[config.mk]
export PLATFORM = sky130hd
export DESIGN_NAME = imem_loader_flat
export DESIGN_NICKNAME = d
export VERILOG_FILES = /design/src/rtl/imem_loader_pkg.sv /design/src/rtl/imem_loader_if.sv /design/src/rtl/imem_loader.sv /design/src/flat_wrapper.sv
export SDC_FILE = /design/constraint.sdc
export NUM_CORES = 1
export LEC_CHECK = 0
export CAP_MARGIN = 20
export CORE_MARGIN = 3
export CORE_UTILIZATION = 53
export DETAILED_ROUTE_END_ITERATION = 10
export PLACE_DENSITY = 0.9
export SLEW_MARGIN = 30
export SYNTH_ARGS = -nofsm -noshare
export SYNTH_HDL_FRONTEND = slang
export SYNTH_SLANG_ARGS = --single-unit
[constraint.sdc]
create_clock -name clk -period 2.25 [get_ports clk]
set_input_delay 0.3375 -clock clk [delete_from_list [all_inputs] [get_ports clk]]
set_output_delay 0.3375 -clock clk [all_outputs]
set_load 0.005 [all_outputs]
[src/rtl/imem_loader_pkg.sv]
// Shared types and sizing constants for the instruction-memory loader.
package imem_loader_pkg;

  localparam int MEM_BYTES = 32;
  localparam int MAX_WORDS = MEM_BYTES / 4;

  typedef enum logic [2:0] {
    ST_IDLE = 3'd0,
    ST_LEN  = 3'd1,
    ST_DATA = 3'd2,
    ST_CSUM = 3'd3,
    ST_DONE = 3'd4,
    ST_ERR  = 3'd5
  } state_e;

  // Running XOR checksum over the data bytes of a program image.
  function automatic logic [7:0] csum_step(input logic [7:0] acc, input logic [7:0] b);
    return acc ^ b;
  endfunction

endpackage

[src/rtl/imem_loader_if.sv]
// Host byte stream, instruction-memory write port and core status of the loader.
interface imem_loader_if #(
  parameter int ADDR_W = 5
);
  logic              start;
  logic              byte_valid;
  logic [7:0]        byte_data;
  logic              byte_ready;
  logic              mem_we;
  logic [ADDR_W-1:0] mem_addr;
  logic [7:0]        mem_wd;
  logic              cpu_hold;
  logic              done;
  logic              error;

  modport master (
    output start, byte_valid, byte_data,
    input  byte_ready, mem_we, mem_addr, mem_wd, cpu_hold, done, error
  );

  modport slave (
    input  start, byte_valid, byte_data,
    output byte_ready, mem_we, mem_addr, mem_wd, cpu_hold, done, error
  );
endinterface

[src/rtl/imem_loader.sv]
// Loads a length-prefixed, XOR-checksummed byte stream into instruction memory
// while holding the core stalled until a good image is in place.
module imem_loader
  import imem_loader_pkg::*;
#(
  parameter int MEM_BYTES = imem_loader_pkg::MEM_BYTES,
  parameter int ADDR_W    = 5
) (
  input  logic         clk,
  input  logic         rst_n,
  imem_loader_if.slave bus
);

  localparam int         CNT_W       = ADDR_W + 1;
  localparam logic [7:0] MAX_WORDS_B = 8'(MEM_BYTES / 4);

  state_e            state_q, state_d;
  logic [CNT_W-1:0]  cnt_q, cnt_d;
  logic [CNT_W-1:0]  total_q, total_d;
  logic [7:0]        acc_q, acc_d;
  logic              we_q, we_d;
  logic [ADDR_W-1:0] addr_q, addr_d;
  logic [7:0]        wd_q, wd_d;
  logic              hold_q, hold_d;
  logic              done_q, done_d;
  logic              err_q, err_d;
  logic              ready_s;
  logic              accept_s;

  // A start pulse wins over any byte offered in the same cycle.
  assign ready_s  = (state_q inside {ST_LEN, ST_DATA, ST_CSUM}) && !bus.start;
  assign accept_s = ready_s && bus.byte_valid;

  // Next-state, counter, checksum and write-port logic.
  always_comb begin
    state_d = state_q;
    cnt_d   = cnt_q;
    total_d = total_q;
    acc_d   = acc_q;
    we_d    = 1'b0;
    addr_d  = addr_q;
    wd_d    = wd_q;

    if (bus.start) begin
      state_d = ST_LEN;
      cnt_d   = '0;
      total_d = '0;
      acc_d   = 8'h00;
    end else if (accept_s) begin
      case (state_q)
        ST_LEN: begin
          if ((bus.byte_data == 8'h00) || (bus.byte_data > MAX_WORDS_B)) begin
            state_d = ST_ERR;
          end else begin
            total_d = CNT_W'({bus.byte_data, 2'b00});
            state_d = ST_DATA;
          end
        end
        ST_DATA: begin
          acc_d  = csum_step(acc_q, bus.byte_data);
          cnt_d  = cnt_q + CNT_W'(1);
          we_d   = 1'b1;
          addr_d = cnt_q[ADDR_W-1:0];
          wd_d   = bus.byte_data;
          if (cnt_d == total_q) begin
            state_d = ST_CSUM;
          end else begin
            state_d = ST_DATA;
          end
        end
        ST_CSUM: begin
          if (bus.byte_data == acc_q) begin
            state_d = ST_DONE;
          end else begin
            state_d = ST_ERR;
          end
        end
        default: begin
          state_d = state_q;
        end
      endcase
    end else begin
      state_d = state_q;
    end

    done_d = (state_d == ST_DONE);
    err_d  = (state_d == ST_ERR);
    hold_d = !done_d;
  end

  // State and output registers; reset also drops any write still pending.
  always_ff @(posedge clk or negedge rst_n) begin
    if (!rst_n) begin
      state_q <= ST_IDLE;
      cnt_q   <= '0;
      total_q <= '0;
      acc_q   <= 8'h00;
      we_q    <= 1'b0;
      addr_q  <= '0;
      wd_q    <= 8'h00;
      hold_q  <= 1'b1;
      done_q  <= 1'b0;
      err_q   <= 1'b0;
    end else begin
      state_q <= state_d;
      cnt_q   <= cnt_d;
      total_q <= total_d;
      acc_q   <= acc_d;
      we_q    <= we_d;
      addr_q  <= addr_d;
      wd_q    <= wd_d;
      hold_q  <= hold_d;
      done_q  <= done_d;
      err_q   <= err_d;
    end
  end

  assign bus.byte_ready = ready_s;
  assign bus.mem_we     = we_q;
  assign bus.mem_addr   = addr_q;
  assign bus.mem_wd     = wd_q;
  assign bus.cpu_hold   = hold_q;
  assign bus.done       = done_q;
  assign bus.error      = err_q;

endmodule

[src/flat_wrapper.sv]
// flat-port wrapper written by rule: the top's interface ports become plain ports
module imem_loader_flat import imem_loader_pkg::*;
#(
  parameter int MEM_BYTES = imem_loader_pkg::MEM_BYTES,
  parameter int ADDR_W    = 5
)
  (clk, rst_n, bus_start, bus_byte_valid, bus_byte_data, bus_byte_ready, bus_mem_we, bus_mem_addr, bus_mem_wd, bus_cpu_hold, bus_done, bus_error);
  imem_loader_if #(.ADDR_W(ADDR_W)) bus_i ();
  input  logic clk;
  input  logic rst_n;
  input wire logic [$bits(bus_i.start)-1:0] bus_start;
  input wire logic [$bits(bus_i.byte_valid)-1:0] bus_byte_valid;
  input wire logic [$bits(bus_i.byte_data)-1:0] bus_byte_data;
  output wire logic [$bits(bus_i.byte_ready)-1:0] bus_byte_ready;
  output wire logic [$bits(bus_i.mem_we)-1:0] bus_mem_we;
  output wire logic [$bits(bus_i.mem_addr)-1:0] bus_mem_addr;
  output wire logic [$bits(bus_i.mem_wd)-1:0] bus_mem_wd;
  output wire logic [$bits(bus_i.cpu_hold)-1:0] bus_cpu_hold;
  output wire logic [$bits(bus_i.done)-1:0] bus_done;
  output wire logic [$bits(bus_i.error)-1:0] bus_error;
  assign bus_i.start = bus_start;
  assign bus_i.byte_valid = bus_byte_valid;
  assign bus_i.byte_data = bus_byte_data;
  assign bus_byte_ready = bus_i.byte_ready;
  assign bus_mem_we = bus_i.mem_we;
  assign bus_mem_addr = bus_i.mem_addr;
  assign bus_mem_wd = bus_i.mem_wd;
  assign bus_cpu_hold = bus_i.cpu_hold;
  assign bus_done = bus_i.done;
  assign bus_error = bus_i.error;
  imem_loader #(.MEM_BYTES(MEM_BYTES), .ADDR_W(ADDR_W)) u_core (.clk(clk), .rst_n(rst_n), .bus(bus_i));
endmodule
==> impl_metrics.ini <==
[outcome]
outcome = complete, no violations

[sta]
fin_crit_ps = 1960
finalCritPeriodShare_pct = 87.2
max_slew_margin_pct = 43.8
clock.fmax_mhz = 510
worstMarginPinSlew_ps = 843
tns_ps = 0
final-setup-viol-count = 0
slew_viol_final = 0
finalHoldViolCount = 0
fin_skew_ps = 11.8
grt_setup_unrepaired = false

[finish]
area_delta_synth_final_pct = 21.4
antenna_cells = 0
layout_common_cells = 41 x nand2_1, 37 x dfrtp_1, 28 x clkdlybuf4s50_1
layout_commonest_cell = nand2_1
post-route-cell-area_mm2 = 0.00227
stdcell_count = 275
drive_gt1_share_pct = 8.66
utilization_pct = 70.8
fin_nets = 244
nFillCells = 263

[pwr]
peakVddDrop_v = 0.000491
combPwrFrac_pct = 9.0
p_int_uw = 892
pwr-share-clk_pct = 31.5
p_leak_uw = 0.00108
pwr-share-seq_pct = 59.5
p_switching_uw = 286
sw_frac_of_total_pct = 24.3
power_density_mw_per_mm2 = 520

[clock_network]
clock_path_buffers = 2
holdBufCountCts = 0
cts_buffers = 5
numClockSinks = 38
root_buffer = clkbuf_4
post-cts-setup-buffers = 0
cts_resized = 0
clkLatencyLatePin_ps = 350
cts_tree = done
clkTransAtPathRegs_ps = 110
cts_max_level = 2

[placed_design]
dp_hpwl_um = 2690
numPortBuffers = 29
dpl.cell_count = 267
placed_area_mm2 = 0.00221
routabilityCongestion = 0.807

[synthesis]
netlist.top_cell.by_area = dfrtp_1
async_flop_share_pct = 100
synth_nets = 212
synthCells = 198
synth_area_mm2 = 0.00187
synth_ff_type = dfrtp_1
syn_avg_cell_area_um2 = 9.43
yosys-top-cells-area = dfrtp_1 50%, nand2_1 8.2%, o21ai_0 5.4%
ys.warnings.count = 0
yosysSeqAreaShare_pct = 51.0
synth_edf_count = 0
ys_ff_latch = 38
synthDominantCellAreaShare_pct = 49.6
synth_cell_types = 47

[drt]
finalWirelength_um = 3900
antenna_left = 0
drc = 0
drtIter0Drc = 67
dr.pass1.iters = 4
wl_per_cell_um = 14.2
via_per_inst = 5.49
vias = 1509

[critical_path]
cp_slowest_cell = clkdlybuf4s50_1
critPathCapture = bus_byte_ready
rr_worst_depth = 7
path_class = reg2out
crit_path_start_kind = flop
rr_startpoint = u_core.state_q[0]
crit_chain = nor2_1, nor3_1, clkdlybuf4s50_1
path_max_fanout = 8
worstPathRequired_ps = 1910
crit_start = u_core.state_q[0]
r2r_slack_ps = 400
critPathCaptureType = primary output
max_stage_delay_ps = 530
r2r-end = u_core.acc_q[4]
crit_arrival_ps = 1620

[floorplanning]
core.rowCount = 20
die_height_um = 65.4
die_w_um = 65.4
ios = 30
initial_utilization_pct = 58.3
core-area_mm2 = 0.00320
die-area_mm2 = 0.00427

[grt]
antenna_found_initial = 0
grt_util_all_layers_pct = 20.6
grt_max_degree = 39
grt_overflow_total = 0
grt_pass1_vias = 1436
grt_pass1_wl_um = 6730

[job]
cap_violations = 0

[min_path]
worstHoldPathType = in2async
==> metrics by stage <==
| step | setup WS, ps | power (µW) | hold WS (ps) |
|---|---|---|---|
| 6_report | 288 | 1180 | 76.0 |
| 2_1_floorplan | 677 | 753 | 41.9 |
| 4_1_cts | 266 | 1190 | 82.3 |
| 3_5_place_dp | 100 | 821 | 463 |
| 5_1_grt | 99.7 | 1240 | 105 |
| 3_3_place_gp | 161 | 818 | 457 |
==> power groups by stage <==
stage	Sequential (µW)	Combinational [µW]	Clock, µW
3_3_place_gp	714	104	0
4_1_cts	701	107	383
5_1_grt	704	118	416
6_report	701	106	371
3_5_place_dp	714	106	0
2_1_floorplan	708	44.9	0
==> worst min-delay path by stage <==
stage | start | to | slack [ps] | cells past startpoint
finish | rst_n | u_core.bus.mem_addr[2] | 80 | 1
global route | rst_n | u_core.bus.mem_addr[2] | 110 | 1
CTS | rst_n | u_core.bus.mem_addr[2] | 80 | 1
detailed placement | u_core.bus.mem_wd[7] | u_core.bus.mem_wd[7] | 460 | 2
global placement | u_core.bus.mem_addr[2] | u_core.bus.mem_addr[2] | 460 | 2
floorplan | rst_n | u_core.acc_q[0] | 40 | 0
==> Yosys cell counts, types with 2 or more instances <==
master	instances
inv_1	2
xor2_1	11
nor2_1	22
buf_2	3
nand3b_1	2
nor2b_1	2
nand2_1	41
mux2i_1	5
nor4_1	2
nand3_1	2
a211oi_1	2
clkbuf_1	4
dfrtp_1	37
ha_1	2
o21ai_1	3
o21ai_0	20
a21oi_1	3
xnor2_1	3
and3_1	2
nor3_1	3
==> worst max-delay path, delay by kind of cell, from the launching register on <==
family	cells	cell delay, ps
simple gates	2	270
buf+inv	1	530
flops	1	490
==> logic make-up after synthesis <==
kind of cell    share of synthesized area (%)
xor+xnor                                 7.77
compound gates                           12.9
mux                                      2.68
buf+inv                                  2.68
flops                                    51.0
simple gates                             21.6
fa+ha+maj                                1.34
==> per-layer routing <==
metal	share of wire (%)	vias to the layer above	wire (µm)	track usage [%]
li1	-	736	-	-
met1	46	715	1790	28.6
met2	47	53	1830	31.6
met3	6.0	5	235	4.96
met4	1.1	0	41	6.99
met5	0	-	0	0
==> area by class of cell <==
class | count | area, µm² | area share, %
multi-input cells | 148 | 866 | 38.2
clock inverters | 1 | 5.00 | 0.221
clock buffers | 7 | 55.1 | 2.43
well taps | 44 | 55.1 | 2.43
flip-flops and latches | 38 | 952 | 42.0
inverters | 3 | 11.3 | 0.497
repair buffers | 34 | 323 | 14.2
==> flip-flops by register name (all words and copies together), names as in the netlist <==
signal and flops:
u_core.acc_q 8, u_core.bus.done 1, u_core.cnt_q 6, u_core.state_q 3, u_core.total_q 4, u_core.bus.cpu_hold 1, u_core.bus.mem_wd 8, u_core.bus.mem_addr 5
u_core.bus.mem_we 1, u_core.bus.error 1
Power figures use the tool's default switching activity.
